===== src/rtl/arm_pkg.sv =====
// arm_pkg: shared constants and helpers for the fetch stage.
//   WORD_W    : datapath / address width
//   PC_STEP   : byte increment between sequential instruction words
//   NOP_INSTR : bubble word placed in IF/ID on a redirect
package arm_pkg;
    localparam int                 WORD_W    = 32;
    localparam logic [WORD_W-1:0]  PC_STEP   = 32'd4;
    localparam logic [WORD_W-1:0]  NOP_INSTR = 32'h0000_0000;

    // Force a byte address onto a word boundary.
    function automatic logic [WORD_W-1:0] word_align(input logic [WORD_W-1:0] a);
        return {a[WORD_W-1:2], 2'b00};
    endfunction
endpackage


===== src/rtl/pc_register.sv =====
// pc_register: load-enabled program counter with asynchronous active-low
// reset to RESET_VAL.
//   i_clk   : clock (rising edge)
//   i_rst_n : async active-low reset
//   i_load  : 1 = capture i_d this edge
//   i_d     : next PC
//   o_q     : current PC
module pc_register
    import arm_pkg::*;
#(
    parameter logic [WORD_W-1:0] RESET_VAL = 32'h0000_0000
) (
    input  logic              i_clk,
    input  logic              i_rst_n,
    input  logic              i_load,
    input  logic [WORD_W-1:0] i_d,
    output logic [WORD_W-1:0] o_q
);
    logic [WORD_W-1:0] r_pc;

    always_ff @(posedge i_clk or negedge i_rst_n) begin
        if (!i_rst_n)    r_pc <= RESET_VAL;
        else if (i_load) r_pc <= i_d;
    end

    assign o_q = r_pc;
endmodule


===== src/rtl/if_stage.sv =====
// if_stage: instruction fetch. Presents the PC to a zero-latency instruction
// memory, captures the returned word with PC+4 into the IF/ID register, and
// counts delivered instructions.
//   clk, rst_n      : clock, async active-low reset
//   freeze          : ID hazard stall; holds PC, IF/ID and counter
//   branch_taken    : EXE redirect; wins over freeze, inserts a bubble
//   branch_addr     : redirect target (low two bits ignored)
//   instr_addr      : fetch address (= PC)
//   instruction     : memory word for instr_addr, same cycle
//   if_pc           : PC+4 of the word in IF/ID
//   if_instruction  : word in IF/ID
//   if_valid        : IF/ID holds a real instruction
//   fetch_count     : instructions delivered to ID (wraps)
module if_stage
    import arm_pkg::*;
#(
    parameter logic [WORD_W-1:0] RESET_PC = 32'h0000_0000
) (
    input  logic              clk,
    input  logic              rst_n,
    input  logic              freeze,
    input  logic              branch_taken,
    input  logic [WORD_W-1:0] branch_addr,
    output logic [WORD_W-1:0] instr_addr,
    input  logic [WORD_W-1:0] instruction,
    output logic [WORD_W-1:0] if_pc,
    output logic [WORD_W-1:0] if_instruction,
    output logic              if_valid,
    output logic [WORD_W-1:0] fetch_count
);
    logic [WORD_W-1:0] w_pc;
    logic [WORD_W-1:0] w_pc_plus4;
    logic [WORD_W-1:0] w_pc_next;
    logic              w_pc_load;

    logic [WORD_W-1:0] r_if_pc;
    logic [WORD_W-1:0] r_if_instr;
    logic              r_if_valid;
    logic [WORD_W-1:0] r_fetch_cnt;

    // Wraps naturally at 2^32.
    assign w_pc_plus4 = w_pc + PC_STEP;
    // A redirect must never be swallowed by a stall, so it also loads the PC.
    assign w_pc_load  = branch_taken | ~freeze;
    assign w_pc_next  = branch_taken ? word_align(branch_addr) : w_pc_plus4;

    pc_register #(.RESET_VAL(RESET_PC)) u_pc (
        .i_clk   (clk),
        .i_rst_n (rst_n),
        .i_load  (w_pc_load),
        .i_d     (w_pc_next),
        .o_q     (w_pc)
    );

    assign instr_addr = w_pc;

    // IF/ID register and delivered-instruction counter. On a redirect the
    // word fetched this cycle is on the wrong path: replace it with a bubble
    // and leave if_pc untouched.
    always_ff @(posedge clk or negedge rst_n) begin
        if (!rst_n) begin
            r_if_pc     <= '0;
            r_if_instr  <= '0;
            r_if_valid  <= 1'b0;
            r_fetch_cnt <= '0;
        end else if (branch_taken) begin
            r_if_instr  <= NOP_INSTR;
            r_if_valid  <= 1'b0;
        end else if (!freeze) begin
            r_if_pc     <= w_pc_plus4;
            r_if_instr  <= instruction;
            r_if_valid  <= 1'b1;
            r_fetch_cnt <= r_fetch_cnt + 32'd1;
        end
    end

    assign if_pc          = r_if_pc;
    assign if_instruction = r_if_instr;
    assign if_valid       = r_if_valid;
    assign fetch_count    = r_fetch_cnt;
endmodule


===== config.mk =====
export PLATFORM = sky130hd
export DESIGN_NAME = if_stage
export DESIGN_NICKNAME = d
export VERILOG_FILES = /design/src/rtl/arm_pkg.sv /design/src/rtl/pc_register.sv /design/src/rtl/if_stage.sv
export SDC_FILE = /design/constraint.sdc
export NUM_CORES = 1
export LEC_CHECK = 0
export ABC_AREA = 1
export BUFFER_PORTS_ARGS = -buffer_cell sky130_fd_sc_hd__buf_2
export CORE_AREA = 2 2 119 121
export CTS_BUF_LIST = sky130_fd_sc_hd__clkbuf_4 sky130_fd_sc_hd__clkbuf_8 sky130_fd_sc_hd__clkbuf_16
export DETAILED_ROUTE_END_ITERATION = 16
export DIE_AREA = 0 0 121 123
export PLACE_DENSITY_LB_ADDON = 0.25
export SYNTH_ARGS = -nofsm -noshare
export SYNTH_HDL_FRONTEND = slang
export SYNTH_HIERARCHICAL = 1
export SYNTH_SLANG_ARGS = --single-unit

===== constraint.sdc =====
create_clock -name clk -period 4.4 [get_ports clk]
set_input_delay 0.88 -clock clk [delete_from_list [all_inputs] [get_ports clk]]
set_output_delay 0.88 -clock clk [all_outputs]
set_load 0.1 [all_outputs]

==> impl_metrics.yaml <==
status:
  outcome: "finished, final reports clean"
power_and_ir_drop:
  internal-power_w: 0.002429
  p_sw_w: 0.001835
  sw_frac_of_total_pct: 43.04
  pwr-share-clk_pct: 33.9
  combinationalPowerShare_pct: 32.6
  power_density_nw_per_um2: 509.5
  p_leak_nw: 4.712
  peakVddDrop_mv: 0.3735
  power_frac_seq_pct: 33.5
timing:
  fin_crit_sh_pct: 61.81
  grt_setup_unrepaired: "false"
  setup-tns-final_ns: 0
  drv_slew: 0
  fmax_mhz: 367.7
  skew_ns: 0.007240
  finalWorstSetupSlack_ns: 1.680
  tightest_slew_ns: 0.8579
  min_period_ns: 2.720
  hold_violations: 0
  finalSetupViolCount: 0
  slew_headroom_pct: 42.81
  fin_hold_ws_ns: 0.4677
layout:
  fin_util_pct: 61.48
  syn2layout_area_growth_pct: 24.71
  final_cell_mix: "nand2_1 (452), buf_2 (193), dfrtp_1 (129)"
  fillCellCount: 1254
  final_area_um2: 8368
  final_nets: 1153
  mostFrequentLayoutCell: "nand2_1"
  layout-drive-gt1-share_pct: 25.00
  multi_input_area_um2: 3059
  seq_area_um2: 3228
setup_path:
  critPathLaunch: "branch_taken"
  cp_max_fo: 38
  start_kind: "input port"
  reg2reg_to: "u_pc/o_q[12]"
  end_kind: "flip-flop"
  crit_type: "input port to flip-flop"
  r2r-start: "u_pc/o_q[3]"
  required_ns: 4.69
  r2r_cells: 10
  regToRegSetupSlack_ns: 2.50
  cp.arrival_ns: 3.01
yosys:
  ys_warn_count: 6
  synth_area_um2: 6710
  netlist_instances: 895
  synth-seq-cells: 129
  synth_fp_nets: 965
  syn_area_per_cell_um2: 7.497
  ys_seq_area_share_pct: 48.11
  yosysUniqueCellTypes: 29
global_route:
  grt.total_usage_pct: 24.15
  antenna_found_initial: 3
  grt.overflow.total: 0
  grt_pass1_vias: 5616
  grt_pass1_wl_um: 28010
  grt_max_degree: 71
clock_network:
  cts_resized: 0
  clk_latency_ns: 0.42
  cts_root_buffer: "clkbuf_16"
  post_cts_buffers: 0
  cts_tree: "yes"
  clk_pin_slew_ns: 0.06
  cts_made_buffers: 17
  clockBufferDepth: 2
  hold_buffers: 0
  htreeDepth: 4
  clock_sinks: 129
flow_run:
  cap_violations: 0
placement:
  io_buffer_count: 194
  placed_area_um2: 7756
  pre_cts_ws_ns: 1.204
  hpwl_um: 12190
  gp_congestion: 0.8468
die:
  io_pins: 197
  die_w_um: 121
  row_count: 43
  die-area_um2: 14880
  initial_core_util_pct: 49.30
  die_h_um: 123
  core_um2: 13610
route:
  vias_per_cell: 4.886
  wl_um: 17630
  num_vias: 6239
  wl_met1_um: 8126
  drc_errors: 0
  drt_first_pass_iters: 5
  wl_per_cell_um: 13.81
  wl_met3_um: 1216
  ant_nets: 0
  wl_met2_um: 8036
  top_layer: "met5"
  first_iter_violations: 342
worst_hold_path:
  hold_path_class: "input port to async pin"
[final cells by class]
cell class | count | area share [%]
inverter | 57 | 2.647
timing repair buffer | 200 | 12.22
multi-input combinational | 678 | 36.56
tap | 180 | 2.691
clock inverter | 13 | 1.944
clock buffer | 19 | 5.338
antenna | 1 | 0.02990
sequential | 129 | 38.58
[worst max-delay path, cell delays in order]
cell	delay [ns]
buf_2	0.65
inv_2	0.51
nand2_2	0.40
buf_4	0.39
o21ai_0	0.15
[Yosys cell counts, drive strengths merged]
cell type	n	area, um^2
and2	3	18.77
buf	11	96.33
clkbuf	20	105.1
dfrtp	129	3228
ha	2	25.02
inv	57	221.5
nand2	466	1789
nand3	58	295.3
nand3b	7	52.55
nand4	13	81.33
nor2	70	356.6
nor3	10	60.06
o21ai	13	65.06
xnor2	10	87.58
xor2	26	227.7
[how the worst max path moves through the flow]
stage          slack (ns)  cells after the start            to
3_5_place_dp         1.20                      5      if_pc[4]
6_report             1.68                      5      if_pc[5]
2_1_floorplan        2.06                     12  u_pc/o_q[22]
3_3_place_gp         1.26                      5      if_pc[5]
4_1_cts              1.66                      5      if_pc[4]
5_1_grt              1.46                      5      if_pc[5]
[per-stage QoR]
step,power (W),cells
floorplan,0.002571,895
global placement,0.002829,1244
detailed placement,0.002842,1244
CTS,0.004293,1276
global route,0.004424,1277
finish,0.004264,1277
[cells by family (layout without fill, tap and decap cells)]
| kind of cell | count (synthesis) | in the layout | synth area share (%) |
|---|---|---|---|
| other | 0 | 1 | 0 |
| AO/OA/AOI/OAI | 13 | 13 | 0.9696 |
| AND/OR/NAND/NOR | 627 | 627 | 39.55 |
| flip-flops | 129 | 129 | 48.11 |
| buffers and inverters | 88 | 289 | 6.302 |
| XOR/XNOR | 36 | 36 | 4.699 |
| adder cells (fa/ha/maj) | 2 | 2 | 0.3729 |
[layer usage]
| metal | up-vias | global-route usage, % |
|---|---|---|
| li1 | 3128 | - |
| met2 | 204 | 36.62 |
| met5 | - | 0 |
| met3 | 24 | 6.365 |
| met4 | 4 | 7.776 |
| met1 | 2879 | 33.91 |
[flip-flops by register name, indices dropped and copies added (netlist names)]
| signal | cells |
|---|---|
| fetch_count | 32 |
| if_instruction | 32 |
| if_pc | 32 |
| u_pc/o_q | 32 |
| if_valid | 1 |
[power by group through the flow]
stage	clock (W)	sequential [W]	combinational, W
4_1_cts	0.00147	0.00143	0.00140
5_1_grt	0.00152	0.00144	0.00146
2_1_floorplan	0	0.00232	0.000255
3_5_place_dp	0	0.00144	0.00140
6_report	0.00145	0.00143	0.00139
3_3_place_gp	0	0.00144	0.00139
Note: power is estimated with default switching activity, not from simulation.
